### src/rtl/iob_pcie_rx_engine.sv
// iob_pcie_rx_engine
// Receive-side controller for one RIFFA-style PCIe channel. Detects a new
// transaction, pulses ACK and latches LEN/OFF/LAST, then drains data beats
// into a first-word-fall-through beat FIFO while counting valid 32-bit words
// against LEN. The FIFO feeds a downsizer that presents a 32-bit
// valid/ready word stream to the CPU-side register block.
//
// Ports
//   clk, arst_n            clock, asynchronous active-low reset
//   chnl_rx_*              RIFFA RX channel (transaction, data, ren, ack)
//   rd_data_o/valid/ready  32-bit output word stream
//   len_o/off_o/last_o     latched transaction fields
//   words_o                words accepted in the current/last transaction
//   level_o                FIFO occupancy in beats
//   busy_o                 FSM not idle
//   done_o                 one-cycle completion pulse
//   trunc_o / clear_i      sticky early-termination flag and its clear
module iob_pcie_rx_engine #(
  parameter int PCI_DATA_W  = 64,
  parameter int FIFO_ADDR_W = 5,
  parameter int LEN_W       = 32
) (
  input  logic                   clk,
  input  logic                   arst_n,
  input  logic                   chnl_rx_i,
  input  logic                   chnl_rx_last_i,
  input  logic [LEN_W-1:0]       chnl_rx_len_i,
  input  logic [30:0]            chnl_rx_off_i,
  input  logic [PCI_DATA_W-1:0]  chnl_rx_data_i,
  input  logic                   chnl_rx_data_valid_i,
  output logic                   chnl_rx_data_ren_o,
  output logic                   chnl_rx_ack_o,
  output logic [31:0]            rd_data_o,
  output logic                   rd_valid_o,
  input  logic                   rd_ready_i,
  output logic [LEN_W-1:0]       len_o,
  output logic [30:0]            off_o,
  output logic                   last_o,
  output logic [LEN_W-1:0]       words_o,
  output logic [FIFO_ADDR_W:0]   level_o,
  output logic                   busy_o,
  output logic                   done_o,
  output logic                   trunc_o,
  input  logic                   clear_i
);

  localparam int W     = PCI_DATA_W / 32;
  localparam int DEPTH = 1 << FIFO_ADDR_W;
  localparam int N_W   = $clog2(W + 1);
  localparam int WI_W  = (W > 1) ? $clog2(W) : 1;
  localparam logic [FIFO_ADDR_W:0] LVL_FULL = {1'b1, {FIFO_ADDR_W{1'b0}}};

  // each FIFO entry carries its beat and the count of valid words in it
  typedef struct packed {
    logic [N_W-1:0]        n;
    logic [PCI_DATA_W-1:0] data;
  } beat_t;

  typedef enum logic [1:0] {S_IDLE, S_ACK, S_RECV, S_DONE} state_t;

  state_t                 r_state;
  logic [LEN_W-1:0]       r_len, r_words;
  logic [30:0]            r_off;
  logic                   r_last, r_ack, r_ren, r_done, r_trunc;

  beat_t                  r_mem [DEPTH];
  logic [FIFO_ADDR_W-1:0] r_wptr, r_rptr;
  logic [FIFO_ADDR_W:0]   r_level;
  logic [WI_W-1:0]        r_widx;

  logic                   w_accept, w_pop, w_last_word, w_rvalid, w_full_nxt;
  logic [LEN_W-1:0]       w_remain, w_words_nxt;
  logic [N_W-1:0]         w_n;
  logic [FIFO_ADDR_W:0]   w_level_nxt;
  beat_t                  w_head;
  logic [W-1:0][31:0]     w_head_words;

  // ---------------------------------------------------------------------------
  // beat accounting: n = min(W, len - words) trims the final partial beat
  // ---------------------------------------------------------------------------
  assign w_accept    = r_ren & chnl_rx_data_valid_i;
  assign w_remain    = r_len - r_words;
  assign w_n         = (w_remain < LEN_W'(W)) ? w_remain[N_W-1:0] : N_W'(W);
  assign w_words_nxt = r_words + (w_accept ? LEN_W'(w_n) : '0);

  // ---------------------------------------------------------------------------
  // FIFO head / downsizer
  // ---------------------------------------------------------------------------
  assign w_rvalid     = (r_level != '0);
  assign w_head       = r_mem[r_rptr];
  assign w_head_words = w_head.data;
  assign w_last_word  = ((N_W'(r_widx) + N_W'(1)) == w_head.n);
  assign w_pop        = w_rvalid & rd_ready_i & w_last_word;

  assign w_level_nxt = r_level + {{FIFO_ADDR_W{1'b0}}, w_accept}
                               - {{FIFO_ADDR_W{1'b0}}, w_pop};
  // ren is registered, so it looks ahead at the occupancy after this edge;
  // a pop in the cycle the FIFO is full cannot make room for a same-cycle push
  assign w_full_nxt  = (w_level_nxt == LVL_FULL);

  always_ff @(posedge clk)
    if (w_accept) r_mem[r_wptr] <= '{n: w_n, data: chnl_rx_data_i};

  always_ff @(posedge clk or negedge arst_n) begin
    if (!arst_n) begin
      r_wptr  <= '0;
      r_rptr  <= '0;
      r_level <= '0;
      r_widx  <= '0;
    end else begin
      r_level <= w_level_nxt;
      if (w_accept) r_wptr <= r_wptr + 1'b1;
      if (w_pop) begin
        r_rptr <= r_rptr + 1'b1;
        r_widx <= '0;
      end else if (w_rvalid & rd_ready_i) begin
        r_widx <= r_widx + 1'b1;
      end
    end
  end

  // ---------------------------------------------------------------------------
  // transaction FSM
  // ---------------------------------------------------------------------------
  always_ff @(posedge clk or negedge arst_n) begin
    if (!arst_n) begin
      r_state <= S_IDLE;
      r_len   <= '0;
      r_off   <= '0;
      r_last  <= 1'b0;
      r_words <= '0;
      r_ack   <= 1'b0;
      r_ren   <= 1'b0;
      r_done  <= 1'b0;
      r_trunc <= 1'b0;
    end else begin
      r_ack  <= 1'b0;
      r_done <= 1'b0;
      // a truncation set below overrides this clear
      if (clear_i) r_trunc <= 1'b0;
      case (r_state)
        S_IDLE: if (chnl_rx_i) begin
          r_len   <= chnl_rx_len_i;
          r_off   <= chnl_rx_off_i;
          r_last  <= chnl_rx_last_i;
          r_words <= '0;
          r_ack   <= 1'b1;
          r_state <= S_ACK;
        end
        S_ACK: if (r_len == '0) begin
          r_state <= S_DONE;
          r_done  <= 1'b1;
        end else begin
          r_state <= S_RECV;
          r_ren   <= ~w_full_nxt;
        end
        S_RECV: begin
          r_words <= w_words_nxt;
          if (w_words_nxt >= r_len) begin
            // ren drops with the final word so no extra beat is consumed
            r_state <= S_DONE;
            r_ren   <= 1'b0;
            r_done  <= 1'b1;
          end else if (!chnl_rx_i) begin
            r_state <= S_DONE;
            r_ren   <= 1'b0;
            r_done  <= 1'b1;
            r_trunc <= 1'b1;
          end else begin
            r_ren   <= ~w_full_nxt;
          end
        end
        S_DONE: if (!chnl_rx_i) r_state <= S_IDLE;
        default: r_state <= S_IDLE;
      endcase
    end
  end

  assign chnl_rx_data_ren_o = r_ren;
  assign chnl_rx_ack_o      = r_ack;
  assign rd_valid_o         = w_rvalid;
  assign rd_data_o          = w_rvalid ? w_head_words[r_widx] : '0;
  assign len_o              = r_len;
  assign off_o              = r_off;
  assign last_o             = r_last;
  assign words_o            = r_words;
  assign level_o            = r_level;
  assign busy_o             = (r_state != S_IDLE);
  assign done_o             = r_done;
  assign trunc_o            = r_trunc;

endmodule

### config.mk
export PLATFORM = sky130hd
export DESIGN_NAME = iob_pcie_rx_engine
export DESIGN_NICKNAME = d
export VERILOG_FILES = /design/src/rtl/iob_pcie_rx_engine.sv
export SDC_FILE = /design/constraint.sdc
export NUM_CORES = 2
export LEC_CHECK = 0
export CORE_AREA = 5 5 614 373
export DETAILED_ROUTE_END_ITERATION = 7
export DIE_AREA = 0 0 619 378
export HOLD_SLACK_MARGIN = 0.12
export PLACE_DENSITY_LB_ADDON = 0.2
export SYNTH_ARGS = -nofsm -noshare
export SYNTH_HDL_FRONTEND = slang
export SYNTH_SLANG_ARGS = --single-unit
export TNS_END_PERCENT = 50
### constraint.sdc
create_clock -name clk -period 9.5 [get_ports clk]
set_input_delay 1.9 -clock clk [delete_from_list [all_inputs] [get_ports clk]]
set_output_delay 1.9 -clock clk [all_outputs]
set_load 0.02 [all_outputs]
==> reports/summary.txt <==
endpoints failing hold -> 0
power per cell area -> 292 nW/um^2
Hold Crit Class -> reg -> reg
DR DRC count -> 0
WHS -> 505 ps
IO Port Bufs -> 273
Area after DPL -> 95500 um^2
worst slew pin tran -> 1400 ps
critical path buffer and inverter count -> 1
Congestion Overflow GR -> 0
setup_tns -> 0 ps
slowest CP cell -> o31ai_1
MaxCap Viol Count -> 0
vias per cell -> 5.81
Fillers -> 18500
GP Congestion -> 0.866
1st-iter DRT viols -> 5027
syn_nets -> 4224
crit end category -> flop
fin area -> 102000 um^2
drt total wl -> 246 mm
Clock Path Buffers -> 4
die height -> 378 um
routed length per instance -> 32.6 um
post-route clock skew -> 54.3 ps
clock tree sinks -> 2231
largest net degree at the start of global routing -> 87
CTS clk-pin slew, worst paths -> 60 ps
H-tree depth -> 4
crit path max fanout -> 6
Leakage Power -> 0.0318 uW
startpoint types -> flop
Seq cells post-synth -> 2231
CP max stage delay -> 700 ps
Die W -> 619 um
Crit path max-delay family -> compound AO/OA/AOI/OAI gates
layout cells sized above 1 -> 25.6%
Most used DFF post-synth -> edfxtp_1
slew margin rel. -> 6.09%
DP Wirelength -> 132 mm
IO Count -> 274
register area share after synthesis -> 75.0%
hold-fix buffer count after cts -> 0
ANT nets after route -> 0
GR Util All Layers -> 20.8%
status -> finished clean
Period Utilization, post-route -> 94.3%
initial antenna violation count -> 30
clock root cell -> clkbuf_16
# Post-CTS Setup Buffers -> 0
asr flop ratio synth -> 5.33%
Yosys warning total -> 0
Starting Density -> 39.6%
placed cell count -> 7181
First-pass DRT Iterations -> 7
vias in the first global route -> 43200
Max Transition Viols Final -> 0
Synth cell types -> 68
Worst Path Class, Setup -> reg -> reg
nets -> 4602
Synth Area per Inst -> 22.1 um^2
CTS tree -> built
Crit path arrival time -> 9710 ps
Setup Viol. Count Final -> 0
fmax -> 112 MHz
Synth Instances -> 4005
post-CTS sizing -> 0
CP Data Required Time -> 10250 ps
Rows -> 135
Post-Synthesis Cell Area -> 88500 um^2
area delta synth->final -> 15.4%
Max IR drop VDD -> 183 uV
via count -> 44000
first-pass GRT wire length -> 344 mm
die area -> 234000 um^2
cts bufs inserted -> 214
Worst-Skew Late Latency -> 860 ps
Core Area -> 223000 um^2
min cycle time layout -> 8960 ps
number of flops mapped to enable cells by yosys -> 2112
fin util -> 45.7%
non-filler cells, final -> 7569
RSZ-0062 raised after global routing -> false
CP most frequent cell -> ha_1
==> stage by stage <==
step | setup slack (ps) | total power, uW
floorplan | 2100 | 18200
global placement | 770 | 21700
detailed placement | 751 | 21700
CTS | 734 | 30100
global route | 135 | 31100
finish | 539 | 29800
==> worst reg2reg max path, delay by kind of cell (launching register included) <==
| kind | cells | cell delay, ps |
|---|---|---|
| compound gates | 14 | 4080 |
| buf+inv | 1 | 80 |
| fa+ha+maj | 4 | 1240 |
| xor+xnor | 1 | 250 |
| flops | 1 | 390 |
| simple gates | 7 | 2480 |
| mux | 1 | 370 |
==> registers in the layout (all words and copies together), names as in the netlist, 2 cells and up <==
register	flops
r_wptr	5
r_rptr	5
r_mem	2112
r_state	2
level_o	6
len_o	32
off_o	31
words_o	32
==> metal layers <==
| metal | vias to the layer above | routed length [um] | track usage (%) |
|---|---|---|---|
| li1 | 17600 | - | - |
| met5 | - | 51 | 0 |
| met2 | 1916 | 107000 | 29.5 |
| met1 | 24100 | 113000 | 32.6 |
| met4 | 8 | 4640 | 4.32 |
| met3 | 319 | 21400 | 4.91 |
==> synthesized netlist by cell type, drive strengths merged, types with 4 or more instances <==
library cell	n	area share (%)
a211oi	35	0.30
a21o	26	0.23
a21oi	56	0.34
a221oi	4	0.040
a22o	17	0.17
a31oi	9	0.088
and2	22	0.16
and3	8	0.058
buf	85	0.49
clkbuf	113	0.49
dfrtp	119	3.4
edfxtp	2112	72
ha	82	1.2
inv	91	0.39
mux2	36	0.46
mux2i	17	0.19
mux4	678	17
nand2	91	0.39
nand2b	9	0.064
nand3	30	0.17
nand4	25	0.18
nor2	78	0.33
nor2b	17	0.12
nor3	12	0.068
nor4	14	0.099
o211ai	8	0.068
o21a	7	0.059
o21ai	84	0.47
o31ai	5	0.042
or2	5	0.035
or3	8	0.057
xnor2	44	0.44
xor2	13	0.13
==> area by class of cell <==
type	instances	area [um^2]	share of cell area [%]
sequential	2231	66400	65.0
multi-input combinational	1485	21200	20.7
clock buffer	257	5630	5.51
tap	3014	3770	3.69
timing repair buffer	360	3720	3.64
clock inverter	126	1090	1.07
inverter	91	342	0.334
antenna	5	12.5	0.0122
==> logic make-up after synthesis <==
logic type	synth area share (%)
XOR/XNOR	0.564
AND/OR/NAND/NOR	1.87
adder cells (fa/ha/maj)	1.23
flip-flops	75.0
buffers and inverters	1.37
multiplexers	17.9
AO/OA/AOI/OAI	2.07
==> final timing paths <==
check                      startpoint     endpoint  slack, ps  depth (start not counted)
min in group asynchronous      arst_n     len_o[7]       1070                          1
setup reg to reg             len_o[0]   r_state[1]        540                         28
hold reg to reg             off_o[22]    off_o[22]        500                          1
max in group asynchronous      arst_n  words_o[19]       7090                          2
hold / removal              off_o[22]    off_o[22]        500                          1
setup / recovery             len_o[0]   r_state[1]        540                         28
==> cell usage in the layout (no fill, tap or decap), types with 22 or more instances in the layout <==
cell	netlist	layout
clkbuf_16	0	218
a21oi_1	53	51
dfrtp_1	119	113
nand3_1	30	30
mux4_2	678	678
buf_12	0	27
clkinv_2	0	43
inv_1	91	91
clkbuf_1	112	36
nor2_1	78	45
mux2_2	36	36
xnor2_1	44	44
edfxtp_1	2112	2112
ha_1	82	82
a211oi_1	35	35
o21ai_0	81	81
clkinv_1	0	49
a21o_1	24	24
and2_1	22	22
buf_4	0	60
clkdlybuf4s50_1	0	272
nor2_4	0	33
nand4_1	25	25
nand2_1	91	91
==> power breakdown <==
| part | leakage, uW | internal, uW | switching (uW) |
|---|---|---|---|
| Combinational | 0.00818 | 4480 | 5160 |
| Sequential | 0.0204 | 11300 | 485 |
| Clock | 0.00330 | 4700 | 3690 |
| Total | 0.0318 | 20500 | 9340 |
Power figures use the tool's default switching activity.
